--- config.mk ---
export PLATFORM = sky130hd
export DESIGN_NAME = pc_sequencer
export DESIGN_NICKNAME = d
export VERILOG_FILES = /design/src/rtl/cpu_pkg.sv /design/src/rtl/pcseq_ras.sv /design/src/rtl/pc_sequencer.sv
export SDC_FILE = /design/constraint.sdc
export NUM_CORES = 1
export LEC_CHECK = 0
export ABC_AREA = 0
export CAP_MARGIN = 20
export CORE_AREA = 2 2 39 41
export CTS_BUF_LIST = sky130_fd_sc_hd__clkbuf_8
export DETAILED_ROUTE_END_ITERATION = 6
export DIE_AREA = 0 0 41 43
export MAX_ROUTING_LAYER = met4
export PLACE_DENSITY = 0.59
export SETUP_SLACK_MARGIN = 0.5
export SLEW_MARGIN = 5
export SYNTH_ARGS = -nofsm -noshare
export SYNTH_HDL_FRONTEND = slang
export SYNTH_HIERARCHICAL = 1
export SYNTH_SLANG_ARGS = --single-unit
--- constraint.sdc ---
create_clock -name clk -period 2 [get_ports clk]
set_input_delay 0.3 -clock clk [delete_from_list [all_inputs] [get_ports clk]]
set_output_delay 0.3 -clock clk [all_outputs]
set_load 0.01 [all_outputs]
--- src/rtl/cpu_pkg.sv ---
// -----------------------------------------------------------------------------
// cpu_pkg
// Shared definitions for the PC sequencer slice.
//   PCSEQ_PC_WIDTH  : default program counter width in bits
//   PCSEQ_RAS_DEPTH : default return-address-stack depth (power of two, >= 2)
//   pcseq_state_t   : sequencer FSM states (RUN, FLUSH, HALT)
// -----------------------------------------------------------------------------
package cpu_pkg;

  localparam int PCSEQ_PC_WIDTH  = 6;
  localparam int PCSEQ_RAS_DEPTH = 4;

  typedef enum logic [1:0] {
    RUN   = 2'd0,
    FLUSH = 2'd1,
    HALT  = 2'd2
  } pcseq_state_t;

endpackage

--- src/rtl/pcseq_ras.sv ---
// -----------------------------------------------------------------------------
// pcseq_ras
// Circular return-address stack. A push onto a full stack overwrites the
// oldest entry, so the newest DEPTH return addresses are always kept.
// Push and pop are never requested in the same cycle by the sequencer.
// Ports:
//   clk, reset : clock and synchronous active-high reset (empties the stack)
//   i_push     : write i_data as the new top
//   i_pop      : discard the current top
//   i_data     : return address to push
//   o_top      : current top-of-stack value
//   o_full     : DEPTH entries held
//   o_empty    : no entries held
// -----------------------------------------------------------------------------
module pcseq_ras #(
  parameter int WIDTH = 6,
  parameter int DEPTH = 4
) (
  input  logic             clk,
  input  logic             reset,
  input  logic             i_push,
  input  logic             i_pop,
  input  logic [WIDTH-1:0] i_data,
  output logic [WIDTH-1:0] o_top,
  output logic             o_full,
  output logic             o_empty
);

  localparam int PTR_W = $clog2(DEPTH);
  localparam logic [PTR_W-1:0] PTR_ONE = PTR_W'(1);
  localparam logic [PTR_W:0]   CNT_ONE = (PTR_W + 1)'(1);
  localparam logic [PTR_W:0]   CNT_MAX = (PTR_W + 1)'(DEPTH);

  logic [WIDTH-1:0] r_mem [DEPTH];
  logic [PTR_W-1:0] r_wrPtr;
  logic [PTR_W:0]   r_count;

  // The write pointer always names the slot the next push lands in. When the
  // stack is full that slot holds the oldest entry, which gives the circular
  // overwrite for free; the count simply saturates at DEPTH.
  always_ff @(posedge clk) begin
    if (reset) begin
      r_wrPtr <= '0;
      r_count <= '0;
      for (int i = 0; i < DEPTH; i++) begin
        r_mem[i] <= '0;
      end
    end else if (i_push) begin
      r_mem[r_wrPtr] <= i_data;
      r_wrPtr        <= r_wrPtr + PTR_ONE;
      if (r_count != CNT_MAX) begin
        r_count <= r_count + CNT_ONE;
      end
    end else if (i_pop && (r_count != '0)) begin
      r_wrPtr <= r_wrPtr - PTR_ONE;
      r_count <= r_count - CNT_ONE;
    end
  end

  // Top of stack sits one slot behind the write pointer (wraps modulo DEPTH).
  always_comb begin
    o_top   = r_mem[r_wrPtr - PTR_ONE];
    o_full  = (r_count == CNT_MAX);
    o_empty = (r_count == '0);
  end

endmodule

--- src/rtl/pc_sequencer.sv ---
// -----------------------------------------------------------------------------
// pc_sequencer
// Fetch sequencer: decides each cycle whether the PC increments, loads a
// branch/call/return target, or holds, and squashes the wrongly fetched
// instruction with a one-cycle FLUSH after every redirect.
// Optional feature: define PC_SEQ_CALL_STACK_EN to build the return-address
// stack (pcseq_ras). Without it call_req behaves as br_req, ret_req is
// ignored and ras_err is tied low.
// Ports:
//   clk, reset     : clock and synchronous active-high reset
//   pc             : current PC value (return address = pc + 1)
//   stall_req      : datapath busy, freeze fetch
//   br_req         : taken branch/jump, target on br_target
//   br_target      : target for br_req and call_req
//   call_req       : subroutine call
//   ret_req        : subroutine return
//   halt_req       : enter HALT
//   resume         : leave HALT
//   PCincr         : PC increment enable
//   branch_en      : PC load enable
//   branch_target  : value the PC loads (0 when branch_en=0)
//   flush          : squash fetched instruction (state FLUSH)
//   halted         : state HALT
//   ras_err        : sticky stack overflow/underflow flag
// -----------------------------------------------------------------------------
module pc_sequencer
  import cpu_pkg::*;
#(
  parameter int PC_WIDTH  = PCSEQ_PC_WIDTH,
  parameter int RAS_DEPTH = PCSEQ_RAS_DEPTH
) (
  input  logic                clk,
  input  logic                reset,
  input  logic [PC_WIDTH-1:0] pc,
  input  logic                stall_req,
  input  logic                br_req,
  input  logic [PC_WIDTH-1:0] br_target,
  input  logic                call_req,
  input  logic                ret_req,
  input  logic                halt_req,
  input  logic                resume,
  output logic                PCincr,
  output logic                branch_en,
  output logic [PC_WIDTH-1:0] branch_target,
  output logic                flush,
  output logic                halted,
  output logic                ras_err
);

  localparam logic [PC_WIDTH-1:0] PC_ONE = PC_WIDTH'(1);

  pcseq_state_t r_state;
  pcseq_state_t w_nextState;

  logic                w_callReq;
  logic                w_retReq;
  logic                w_brReq;
  logic                w_push;
  logic                w_pop;
  logic                w_errSet;
  logic [PC_WIDTH-1:0] w_rasTop;
  logic                w_rasFull;
  logic                w_rasEmpty;

`ifdef PC_SEQ_CALL_STACK_EN
  logic                r_rasErr;
  logic [PC_WIDTH-1:0] w_retAddr;

  // Return address wraps modulo 2^PC_WIDTH through the natural width.
  assign w_retAddr = pc + PC_ONE;
  assign w_callReq = call_req;
  assign w_retReq  = ret_req;
  assign w_brReq   = br_req;

  pcseq_ras #(
    .WIDTH (PC_WIDTH),
    .DEPTH (RAS_DEPTH)
  ) u_ras (
    .clk     (clk),
    .reset   (reset),
    .i_push  (w_push),
    .i_pop   (w_pop),
    .i_data  (w_retAddr),
    .o_top   (w_rasTop),
    .o_full  (w_rasFull),
    .o_empty (w_rasEmpty)
  );

  // Stack errors are sticky until reset so software can poll them later.
  always_ff @(posedge clk) begin
    if (reset) begin
      r_rasErr <= 1'b0;
    end else if (w_errSet) begin
      r_rasErr <= 1'b1;
    end
  end

  assign ras_err = r_rasErr;
`else
  logic w_unusedRas;

  // Without the stack a call is just a jump and a return never happens.
  assign w_callReq   = 1'b0;
  assign w_retReq    = 1'b0;
  assign w_brReq     = br_req | call_req;
  assign w_rasTop    = '0;
  assign w_rasFull   = 1'b0;
  assign w_rasEmpty  = 1'b1;
  assign ras_err     = 1'b0;
  assign w_unusedRas = ^{w_push, w_pop, w_errSet, ret_req, pc};
`endif

  // State register; reset wins over every request, including mid-HALT/FLUSH.
  always_ff @(posedge clk) begin
    if (reset) begin
      r_state <= RUN;
    end else begin
      r_state <= w_nextState;
    end
  end

  // Next-state and PC control. In RUN exactly one request acts, chosen by
  // stall > halt > ret > call > br; an empty-stack return falls back to a
  // plain increment and flags the error.
  always_comb begin
    w_nextState   = r_state;
    PCincr        = 1'b0;
    branch_en     = 1'b0;
    branch_target = '0;
    w_push        = 1'b0;
    w_pop         = 1'b0;
    w_errSet      = 1'b0;
    case (r_state)
      RUN: begin
        if (stall_req) begin
          w_nextState = RUN;
        end else if (halt_req) begin
          w_nextState = HALT;
        end else if (w_retReq && !w_rasEmpty) begin
          w_pop         = 1'b1;
          branch_en     = 1'b1;
          branch_target = w_rasTop;
          w_nextState   = FLUSH;
        end else if (w_retReq) begin
          PCincr   = 1'b1;
          w_errSet = 1'b1;
        end else if (w_callReq) begin
          w_push        = 1'b1;
          w_errSet      = w_rasFull;
          branch_en     = 1'b1;
          branch_target = br_target;
          w_nextState   = FLUSH;
        end else if (w_brReq) begin
          branch_en     = 1'b1;
          branch_target = br_target;
          w_nextState   = FLUSH;
        end else begin
          PCincr = 1'b1;
        end
      end
      FLUSH: begin
        PCincr      = !stall_req;
        w_nextState = RUN;
      end
      HALT: begin
        if (resume) begin
          PCincr      = 1'b1;
          w_nextState = RUN;
        end
      end
      default: begin
        w_nextState = RUN;
      end
    endcase
  end

  assign flush  = (r_state == FLUSH);
  assign halted = (r_state == HALT);

endmodule

==> results.toml <==
[outcome]
status = "finished clean"

[timing]
max_freq_mhz = 545
fin_crit_sh = 0.918
slew_violations = 0
rsz0062_at_grt = "yes"
hold_viol = 0
fin_skew_ns = 0.00451
setup_viol = 0
fin_crit_ns = 1.84

[synthesis]
syn_avg_cell_area_um2 = 8.95
yosysSeqAreaShare = 0.172
syn-cell-area_um2 = 233
synth-edff-count = 0
async_flop_share = 0
syn-num-nets = 46
yosysTopAreaCell = "nor3b_1"
synthFlopType = "dfxtp_1"
ys_seq_elements = 2
yosysWarnings = 6
synthCells = 26
synth_commonest_cells = "nor3b_1 (7), nor2_1 (3), and2b_2 (2), dfxtp_1 (2)"
yosysMostFrequentCell = "nor3b_1"
ys_top_cells_by_area = "nor3b_1 (23%), dfxtp_1 (17%), a2111oi_4 (12%)"
synth_top_area_frac = 0.226
ys_types = 16

[global_routing]
grt_pass1_vias = 293
grt_pass1_wl_um = 1260
grt_max_degree = 9
grt_overflow_total = 0
antenna_found_initial = 0
track_usage = 0.109

[clock_network]
clk_pin_slew_worst_paths_ns = 0.03
htreeDepth = 1
cts_root_buf = "clkbuf_8"
cts_made_buffers = 3
clock-sinks = 2
clockBufferDepth = 2
hold_buffers = 0
clock_latency_ns = 0.21
cts_tree = "done"

[floorplan]
core_area_mm2 = 0.00138
num_rows = 14
dieArea_mm2 = 0.00176
die_y_um = 43
start_util = 0.168
die_w_um = 41
ioPinCount = 31

[route]
avgRoutedWirePerCell_um = 10.4
first_pass_iters = 2
via_per_inst = 4.10
via_count = 320
ant_nets = 0
wl_um = 814
route.detailed.drc = 0
dr.first_iter.drc_count = 1

[layout]
multi_input_area_um2 = 208
top_register = "r_state"
n_antenna_cell = 0
largest_reg_flops = 2
drive_gt1_frac = 0.629
final_util = 0.429
seq_area_um2 = 42.5
top_regs = "r_state x2"
area_growth_pct = 155
nNetsFinal = 84
fillers = 149

[power]
total_power_mw = 0.294
power.density_mw_per_mm2 = 496
ir_drop_mv = 0.231
leakagePower_nw = 0.286

[worst_setup_path]
critPathBufInv = 2
path_class = "register to output port"
max_stage_delay_ns = 0.54
crit_family = "simple AND/OR/NAND/NOR gates"
cp_max_fo = 5
crit_arrival_ns = 1.54
cp-end-kind = "output port"
cpMaxStageDelayCell = "or4_4"
crit_path_cell_trace = "or4_4 -> buf_6 -> nor3b_2 -> buf_2"
worstPathRequired_ns = 1.70
startpoint_type = "register"

[flow_run]
drv_cap = 0

[placement]
port_buffers = 22
place_congestion = 0.657

[hold_path]
hp-class = "primary input to register"
-- through the flow --
stage / TNS [ns] / hold slack, ns / instance area (um2) / worst slack, ns / std cells
2_1_floorplan: 0 / 0.364 / 263 / 0.486 / 26
3_3_place_gp: -2.18 / 0.518 / 522 / -0.334 / 67
3_5_place_dp: -2.26 / 0.527 / 522 / -0.358 / 67
4_1_cts: 0 / 0.603 / 594 / 0.135 / 77
5_1_grt: 0 / 0.618 / 593 / 0.0954 / 78
6_report: 0 / 0.582 / 593 / 0.164 / 78
-- timing repair --
action / in CTS / in global routing
endpoints found under the setup margin: 11 / 11
setup buffers: 7 / 1
pin swaps: 3 / 6
resized for setup: 49 / 4
-- layer usage --
| metal | wire (um) | GRT usage | vias to the layer above |
|---|---|---|---|
| li1 | - | - | 166 |
| met1 | 355 | 0.146 | 142 |
| met2 | 397 | 0.150 | 12 |
| met3 | 61 | 0.0314 | 0 |
| met4 | 0 | 0.0400 | 0 |
| met5 | 0 | - | - |
-- cells in the final DEF (no fill, tap or decap), drive strengths merged --
master         synthesis  layout
nor3                   1       1
clkdlybuf4s15          0       1
nor3b                  7       7
clkbuf                 0       4
nor2                   3       3
and3b                  1       1
or2b                   1       1
or4                    1       1
conb                   1       1
clkdlybuf4s50          0       7
inv                    1       1
and2b                  2       2
buf                    2      22
a211oi                 1       1
a211o                  1       1
dfxtp                  2       2
dlygate4sd2            0       4
a2111oi                1       1
or3b                   1       1
-- power by group --
group	switching (mW)	total, mW	leakage [nW]	internal [mW]
clock network	0.0294	0.157	0.0216	0.127
registers	0.00142	0.0440	0.0172	0.0426
logic	0.0362	0.0937	0.247	0.0574
-- kinds of logic (layout without fill, tap and decap cells) --
family	count (synthesis)	in the layout	share of synthesized area
buf+inv	3	39	0.0968
compound gates	3	3	0.188
flops	2	2	0.172
other cells	1	1	0.0161
simple gates	17	17	0.527
-- cell type report --
class                   instances  share of cell area
repair buffers                 35               0.468
flip-flops and latches          2              0.0717
inverters                       1             0.00633
clock buffers                   3              0.0696
multi-input cells              21               0.350
well taps                      16              0.0338
-- path summary, 6_finish.rpt --
kind	from	endpoint	slack, ns	depth (start not counted)
min reg2reg	r_state[0]$_SDFFE_PP0P_	r_state[1]$_SDFFE_PP0P_	0.60	3
min	stall_req	r_state[1]$_SDFFE_PP0P_	0.58	4
max	r_state[1]$_SDFFE_PP0P_	branch_target[5]	0.16	4
max reg2reg	r_state[1]$_SDFFE_PP0P_	r_state[0]$_SDFFE_PP0P_	0.41	5
-- worst min-delay path, stage by stage --
cell and delay (ns):
clkdlybuf4s15_1 0.18, buf_4 0.11, or3b_1 0.09, a211oi_1 0.06
No activity file was read; power rests on OpenSTA's default activity.
